### config.mk
export PLATFORM = sky130hd
export DESIGN_NAME = ps2_key_event_ctrl
export DESIGN_NICKNAME = d
export VERILOG_FILES = /design/src/rtl/ps2_pkg.sv /design/src/rtl/ps2_evt_fifo.sv /design/src/rtl/ps2_key_event_ctrl.sv
export SDC_FILE = /design/constraint.sdc
export NUM_CORES = 1
export LEC_CHECK = 0
export ABC_AREA = 1
export ABC_CLOCK_PERIOD_IN_PS = 3680
export CAP_MARGIN = 20
export CORE_MARGIN = 2
export CORE_UTILIZATION = 45
export CTS_CLUSTER_DIAMETER = 40
export DETAILED_ROUTE_END_ITERATION = 12
export GPL_TIMING_DRIVEN = 0
export SKIP_LAST_GASP = 1
export SLEW_MARGIN = 25
export SYNTH_ARGS = -nofsm -noshare
export SYNTH_HDL_FRONTEND = slang
export SYNTH_SLANG_ARGS = --single-unit
### constraint.sdc
create_clock -name ck -period 3.68 [get_ports ck]
set_input_delay 1.104 -clock ck [delete_from_list [all_inputs] [get_ports ck]]
set_output_delay 1.104 -clock ck [all_outputs]
set_load 0.03 [all_outputs]
### src/rtl/ps2_pkg.sv
// Shared types and constants for the PS/2 key-event path.
package ps2_pkg;

  typedef enum logic [2:0] {
    ST_IDLE,
    ST_GOT_E0,
    ST_GOT_F0,
    ST_GOT_E0F0,
    ST_PAUSE
  } ps2_state_t;

  localparam logic [7:0] PS2_E0 = 8'hE0;
  localparam logic [7:0] PS2_E1 = 8'hE1;
  localparam logic [7:0] PS2_F0 = 8'hF0;

  // Keyboard protocol/status bytes that never form part of a key event.
  localparam int unsigned PS2_NUM_STATUS = 7;
  localparam logic [7:0] PS2_STATUS [PS2_NUM_STATUS] =
    '{8'h00, 8'hAA, 8'hEE, 8'hFA, 8'hFC, 8'hFE, 8'hFF};

  typedef struct packed {
    logic [7:0] code;
    logic       ext;
    logic       brk;
  } ps2_evt_t;

  function automatic logic is_status_byte(input logic [7:0] b);
    logic hit;
    hit = 1'b0;
    for (int unsigned i = 0; i < PS2_NUM_STATUS; i++) begin
      if (b == PS2_STATUS[i]) hit = 1'b1;
    end
    return hit;
  endfunction

endpackage

### src/rtl/ps2_evt_fifo.sv
// Synchronous event FIFO; a push into a full FIFO succeeds only alongside a pop.
module ps2_evt_fifo
  import ps2_pkg::*;
#(
  parameter int unsigned DEPTH = 4
) (
  input  logic                     ck,
  input  logic                     reset,
  input  logic                     push,
  input  ps2_evt_t                 wr_data,
  input  logic                     pop,
  output ps2_evt_t                 rd_data,
  output logic                     full,
  output logic                     empty,
  output logic [$clog2(DEPTH):0]   count
);

  localparam int unsigned AW = $clog2(DEPTH);

  ps2_evt_t        mem [DEPTH];
  logic [AW-1:0]   wr_ptr;
  logic [AW-1:0]   rd_ptr;
  logic            do_push;
  logic            do_pop;

  assign empty   = (count == '0);
  assign full    = (count == (AW+1)'(DEPTH));
  assign do_pop  = pop && !empty;
  assign do_push = push && (!full || do_pop);
  assign rd_data = mem[rd_ptr];

  // Storage, pointers and occupancy; pointers wrap naturally at DEPTH.
  always_ff @(posedge ck or posedge reset) begin
    if (reset) begin
      wr_ptr <= '0;
      rd_ptr <= '0;
      count  <= '0;
      for (int unsigned i = 0; i < DEPTH; i++) mem[i] <= '0;
    end else begin
      if (do_push) begin
        mem[wr_ptr] <= wr_data;
        wr_ptr      <= wr_ptr + 1'b1;
      end
      if (do_pop) rd_ptr <= rd_ptr + 1'b1;
      case ({do_push, do_pop})
        2'b10:   count <= count + 1'b1;
        2'b01:   count <= count - 1'b1;
        default: count <= count;
      endcase
    end
  end

endmodule

### src/rtl/ps2_key_event_ctrl.sv
// Parses the PS/2 scan-code byte stream into whole key events and queues them.
module ps2_key_event_ctrl
  import ps2_pkg::*;
#(
  parameter int unsigned DEPTH       = 4,
  parameter int unsigned TIMEOUT_CYC = 2500000
) (
  input  logic                     ck,
  input  logic                     reset,
  input  logic                     byte_valid,
  input  logic [7:0]               byte_in,
  input  logic                     evt_ready,
  output logic                     evt_valid,
  output logic [7:0]               evt_code,
  output logic                     evt_ext,
  output logic                     evt_break,
  output logic [$clog2(DEPTH):0]   fifo_count,
  output logic                     overflow,
  input  logic                     clr_overflow
);

  localparam int unsigned TW = ($clog2(TIMEOUT_CYC) < 1) ? 1 : $clog2(TIMEOUT_CYC);
  localparam logic [TW-1:0] TO_LAST = TW'(TIMEOUT_CYC - 1);

  ps2_state_t    state, state_nxt;
  logic [2:0]    pause_cnt, pause_nxt;
  logic [TW-1:0] to_cnt, to_nxt;
  logic          byte_q;
  logic          take;
  logic          push;
  ps2_evt_t      push_evt;
  ps2_evt_t      head_evt;
  logic          fifo_full;
  logic          fifo_empty;
  logic          pop;
  logic          drop;

  assign take = byte_valid && !byte_q;
  assign pop  = evt_ready && !fifo_empty;
  assign drop = push && fifo_full && !pop;

  // Parser state, pause/timeout counters and the byte_valid edge register.
  always_ff @(posedge ck or posedge reset) begin
    if (reset) begin
      state     <= ST_IDLE;
      pause_cnt <= '0;
      to_cnt    <= '0;
      byte_q    <= 1'b0;
    end else begin
      state     <= state_nxt;
      pause_cnt <= pause_nxt;
      to_cnt    <= to_nxt;
      byte_q    <= byte_valid;
    end
  end

  // Next-state decode; an accepted byte always takes precedence over timeout.
  always_comb begin
    state_nxt = state;
    pause_nxt = pause_cnt;
    to_nxt    = '0;
    push      = 1'b0;
    push_evt  = '0;
    if (state != ST_IDLE) to_nxt = to_cnt + 1'b1;
    if (take) begin
      to_nxt = '0;
      if (state != ST_PAUSE && is_status_byte(byte_in)) begin
        state_nxt = ST_IDLE;
      end else begin
        case (state)
          ST_IDLE: begin
            if (byte_in == PS2_E0) begin
              state_nxt = ST_GOT_E0;
            end else if (byte_in == PS2_F0) begin
              state_nxt = ST_GOT_F0;
            end else if (byte_in == PS2_E1) begin
              state_nxt = ST_PAUSE;
              pause_nxt = '0;
            end else begin
              push     = 1'b1;
              push_evt = '{code: byte_in, ext: 1'b0, brk: 1'b0};
            end
          end
          ST_GOT_E0: begin
            if (byte_in == PS2_F0) begin
              state_nxt = ST_GOT_E0F0;
            end else if (byte_in != PS2_E0) begin
              push      = 1'b1;
              push_evt  = '{code: byte_in, ext: 1'b1, brk: 1'b0};
              state_nxt = ST_IDLE;
            end
          end
          ST_GOT_F0: begin
            if (byte_in != PS2_F0) begin
              push      = 1'b1;
              push_evt  = '{code: byte_in, ext: 1'b0, brk: 1'b1};
              state_nxt = ST_IDLE;
            end
          end
          ST_GOT_E0F0: begin
            push      = 1'b1;
            push_evt  = '{code: byte_in, ext: 1'b1, brk: 1'b1};
            state_nxt = ST_IDLE;
          end
          ST_PAUSE: begin
            if (pause_cnt == 3'd6) begin
              push      = 1'b1;
              push_evt  = '{code: PS2_E1, ext: 1'b0, brk: 1'b0};
              state_nxt = ST_IDLE;
              pause_nxt = '0;
            end else begin
              pause_nxt = pause_cnt + 1'b1;
            end
          end
          default: state_nxt = ST_IDLE;
        endcase
      end
    end else if (state != ST_IDLE && to_cnt == TO_LAST) begin
      state_nxt = ST_IDLE;
      pause_nxt = '0;
      to_nxt    = '0;
    end
  end

  // Sticky drop flag; a new drop outranks a simultaneous clear.
  always_ff @(posedge ck or posedge reset) begin
    if (reset)             overflow <= 1'b0;
    else if (drop)         overflow <= 1'b1;
    else if (clr_overflow) overflow <= 1'b0;
  end

  ps2_evt_fifo #(.DEPTH(DEPTH)) u_fifo (
    .ck      (ck),
    .reset   (reset),
    .push    (push),
    .wr_data (push_evt),
    .pop     (pop),
    .rd_data (head_evt),
    .full    (fifo_full),
    .empty   (fifo_empty),
    .count   (fifo_count)
  );

  assign evt_valid = !fifo_empty;
  assign evt_code  = head_evt.code;
  assign evt_ext   = head_evt.ext;
  assign evt_break = head_evt.brk;

endmodule

==> results.toml <==
[layout]
layout-drive-gt1-share_pct = 10.73
antennaDiodeCount = 0
finalNetCount = 649
layout.cells.non_filler = 767
post-route-util_pct = 53.52
syn_to_final_growth_pct = 15.58

[worst_setup_path]
reg2reg_from = "state[2]$_DFFE_PP0P_"
crit_path_start_kind = "input port"
required_ps = 3920
critPathBufInv = 3
reg2reg_slack_ps = 1030
slowest_stage = "clkdlybuf4s50_1"
cp.depth = 16
slowest_delay_ps = 430
r2r-end = "u_fifo.count[2]$_DFFE_PP0P_"
worstPathArrival_ps = 3730
endpoint_kind = "flip-flop"
worstRegToRegCells = 14
cp-endpoint = "u_fifo.count[2]$_DFFE_PP0P_"
worst-setup-path-type = "input port to flip-flop"
cp_top_family = "simple AND/OR/NAND/NOR gates"
path_max_fanout = 8
path_cells = "clkdlybuf4s50_1 > inv_1 > nand2_1 > nor2_4 > nand2_4 > a21oi_2 > nand2_2 > nor2_4 > nor2_8 > nand2_1 > ha_1 > inv_1 > fa_1 > a21oi_1 > o21ai_0 > xor2_1"
crit_start = "byte_in[1]"

[floorplanning]
dieArea_mm2 = 0.01083
core_mm2 = 0.009729
die_h_um = 104.1
fp.dieW_um = 104.1
start_util_pct = 46.31
rows = 36
io_pins = 28

[route]
antenna_left = 0
drt_pass1_iterations = 4
drc_errors = 0
wl_per_cell_um = 15.04
via_count = 4044
routed_wl_mm = 11.53
dr.first_iter.drc_count = 252
vias_per_cell = 5.272

[cts]
clk_latency_ps = 360
cts-root-buf = "clkbuf_8"
htreeDepth = 3
clock_path_buffers = 2
cts_tree = "yes"
clkTransAtPathRegs_ps = 90
hold_buffers = 0
cts.sinks = 77
cts_buffers = 9

[worst_hold_path]
hold_class = "flip-flop to flip-flop"

[timing]
tightest_slew_ps = 642.9
finClkSkew_ps = 8.599
hold_viol_final = 0
setup_violations = 0
maxSlewViolCount = 0
rsz0062_at_grt = "false"
finalCriticalPeriod_ps = 3494
relSlewSlack_pct = 57.14
setup_ws_ps = 185.9
finalSetupTns_ps = 0
fmax_mhz = 286.2
timing.final.crit_share_pct = 94.95

[logic_synthesis]
synth_nets = 609
syn_area_per_cell_um2 = 7.650
yosysSeqAreaShare_pct = 42.77
yosysUniqueCellTypes = 37
syn_area_mm2 = 0.004506
syn_inst = 589
synthArstFlopShare_pct = 100.0
synth_flop_cell = "dfrtp_1"
ys_seq_elements = 77
ys_top_cells_by_area = "dfrtp_1, nand2_1, nor2_1"
yosysMostFrequentCell = "nand2_1"
yosysTopAreaCellShare_pct = 42.77
synth_commonest_cells = "nand2_1, dfrtp_1, nor2_1"
yosys.area.top_type = "dfrtp_1"
synth-edff-count = 0
yosysWarnings = 0

[run_status]
outcome = "finished clean"

[grt]
grt_pass1_vias = 3901
grt_max_degree = 52
antenna_found_initial = 0
grt_pass1_wl_mm = 19.47
grtUsageTotal_pct = 22.48
overflow = 0

[pwr]
peakVddDrop_uv = 312.7
leakagePower_uw = 0.002503
p_per_area_mw_per_mm2 = 657.0
p_total_uw = 3421

[job]
drv_cap = 0

[placement]
io_buffers = 27
dp_hpwl_mm = 8.124
gp_congestion = 0.8986
post-place-cells = 750
dp_worst_setup_slack_ps = -217.8
logic make-up (layout without fill, tap and decap cells):
family                     Yosys count  count (layout)  synth area share (%)
adders and majority gates            7               7                 2.110
xor gates and xnor gates            14              14                 2.722
buffers and inverters               74             119                 7.026
DFF                                 77              77                 42.77
AOI/OAI and AO/OA                   60              60                 7.498
and+or+nand+nor                    357             357                 37.88
placed cells by master (no fill, tap or decap), types with 3 or more instances in the layout:
master | netlist | layout
o22ai_1 | 12 | 12
nand3_4 | 4 | 4
inv_1 | 49 | 48
a31oi_1 | 4 | 4
nand3_1 | 50 | 50
nand2_4 | 2 | 4
nor4_1 | 3 | 3
nor3_1 | 15 | 15
nor2_1 | 73 | 73
nand2_2 | 6 | 4
xor2_1 | 11 | 11
nor2_2 | 7 | 6
xnor2_1 | 3 | 3
clkbuf_8 | 0 | 10
clkdlybuf4s50_1 | 0 | 22
nand2_1 | 157 | 157
nor2_4 | 6 | 7
ha_1 | 6 | 6
clkbuf_1 | 7 | 8
inv_2 | 6 | 6
buf_6 | 4 | 4
a21oi_1 | 10 | 10
dfrtp_1 | 77 | 77
nand4_1 | 24 | 24
dlymetal6s2s_1 | 0 | 5
o21ai_0 | 29 | 29
buf_2 | 7 | 7
flip-flops by register name, summed over array words and instances (netlist names):
| name | cells |
|---|---|
| u_fifo.mem | 40 |
| to_cnt | 22 |
| pause_cnt | 3 |
| state | 3 |
| u_fifo.count | 3 |
| u_fifo.rd_ptr | 2 |
| u_fifo.wr_ptr | 2 |
| byte_q | 1 |
| overflow | 1 |
report_power, final:
| part | total (uW) | internal (uW) | switching, uW |
|---|---|---|---|
| registers | 1210 | 1060 | 142 |
| clock network | 670 | 334 | 336 |
| logic | 1550 | 537 | 1010 |
| total | 3420 | 1940 | 1490 |
repair_timing:
| item | in CTS | in global routing |
|---|---|---|
| endpoints found under the hold margin | 0 | 0 |
| setup endpoints to repair | 0 | 1 |
| gates resized for setup | 0 | 8 |
| setup buffers | 0 | 1 |
per-stage QoR:
| stage | instance area, um2 | hold slack [ps] |
|---|---|---|
| after floorplan | 4506 | 425.1 |
| after detailed placement | 4972 | 450.7 |
| final | 5207 | 460.4 |
| after global routing | 5207 | 472.1 |
| after global placement | 4942 | 438.4 |
| after CTS | 5172 | 463.1 |
layout make-up:
class | instances | area, um2
clock inverters | 5 | 58.81
plain buffers | 19 | 110.1
multi-input cells | 438 | 2277
well taps | 133 | 166.4
inverters | 55 | 209.0
repair buffers | 29 | 317.8
clock buffers | 11 | 141.4
flip-flops and latches | 77 | 1927
fillers | 963 | 4522
metal layers:
layer,wire (um),GRT usage (%),up-vias,share of wire (%)
met1,5322,30.63,1941,46
li1,-,-,2017,-
met4,102,6.564,0,0.88
met2,5613,37.03,78,49
met3,494,3.697,8,4.3
met5,0,0,-,0
how the worst min path moves through the flow:
stage / cells after the start / startpoint / end
after floorplan: 1 / to_cnt[0]$_DFF_PP0_ / to_cnt[0]$_DFF_PP0_
after global placement: 1 / to_cnt[0]$_DFF_PP0_ / to_cnt[0]$_DFF_PP0_
after detailed placement: 1 / to_cnt[0]$_DFF_PP0_ / to_cnt[0]$_DFF_PP0_
after CTS: 1 / to_cnt[0]$_DFF_PP0_ / to_cnt[0]$_DFF_PP0_
after global routing: 1 / to_cnt[0]$_DFF_PP0_ / to_cnt[0]$_DFF_PP0_
final: 1 / to_cnt[0]$_DFF_PP0_ / to_cnt[0]$_DFF_PP0_
(Power assumes the default switching activity.)
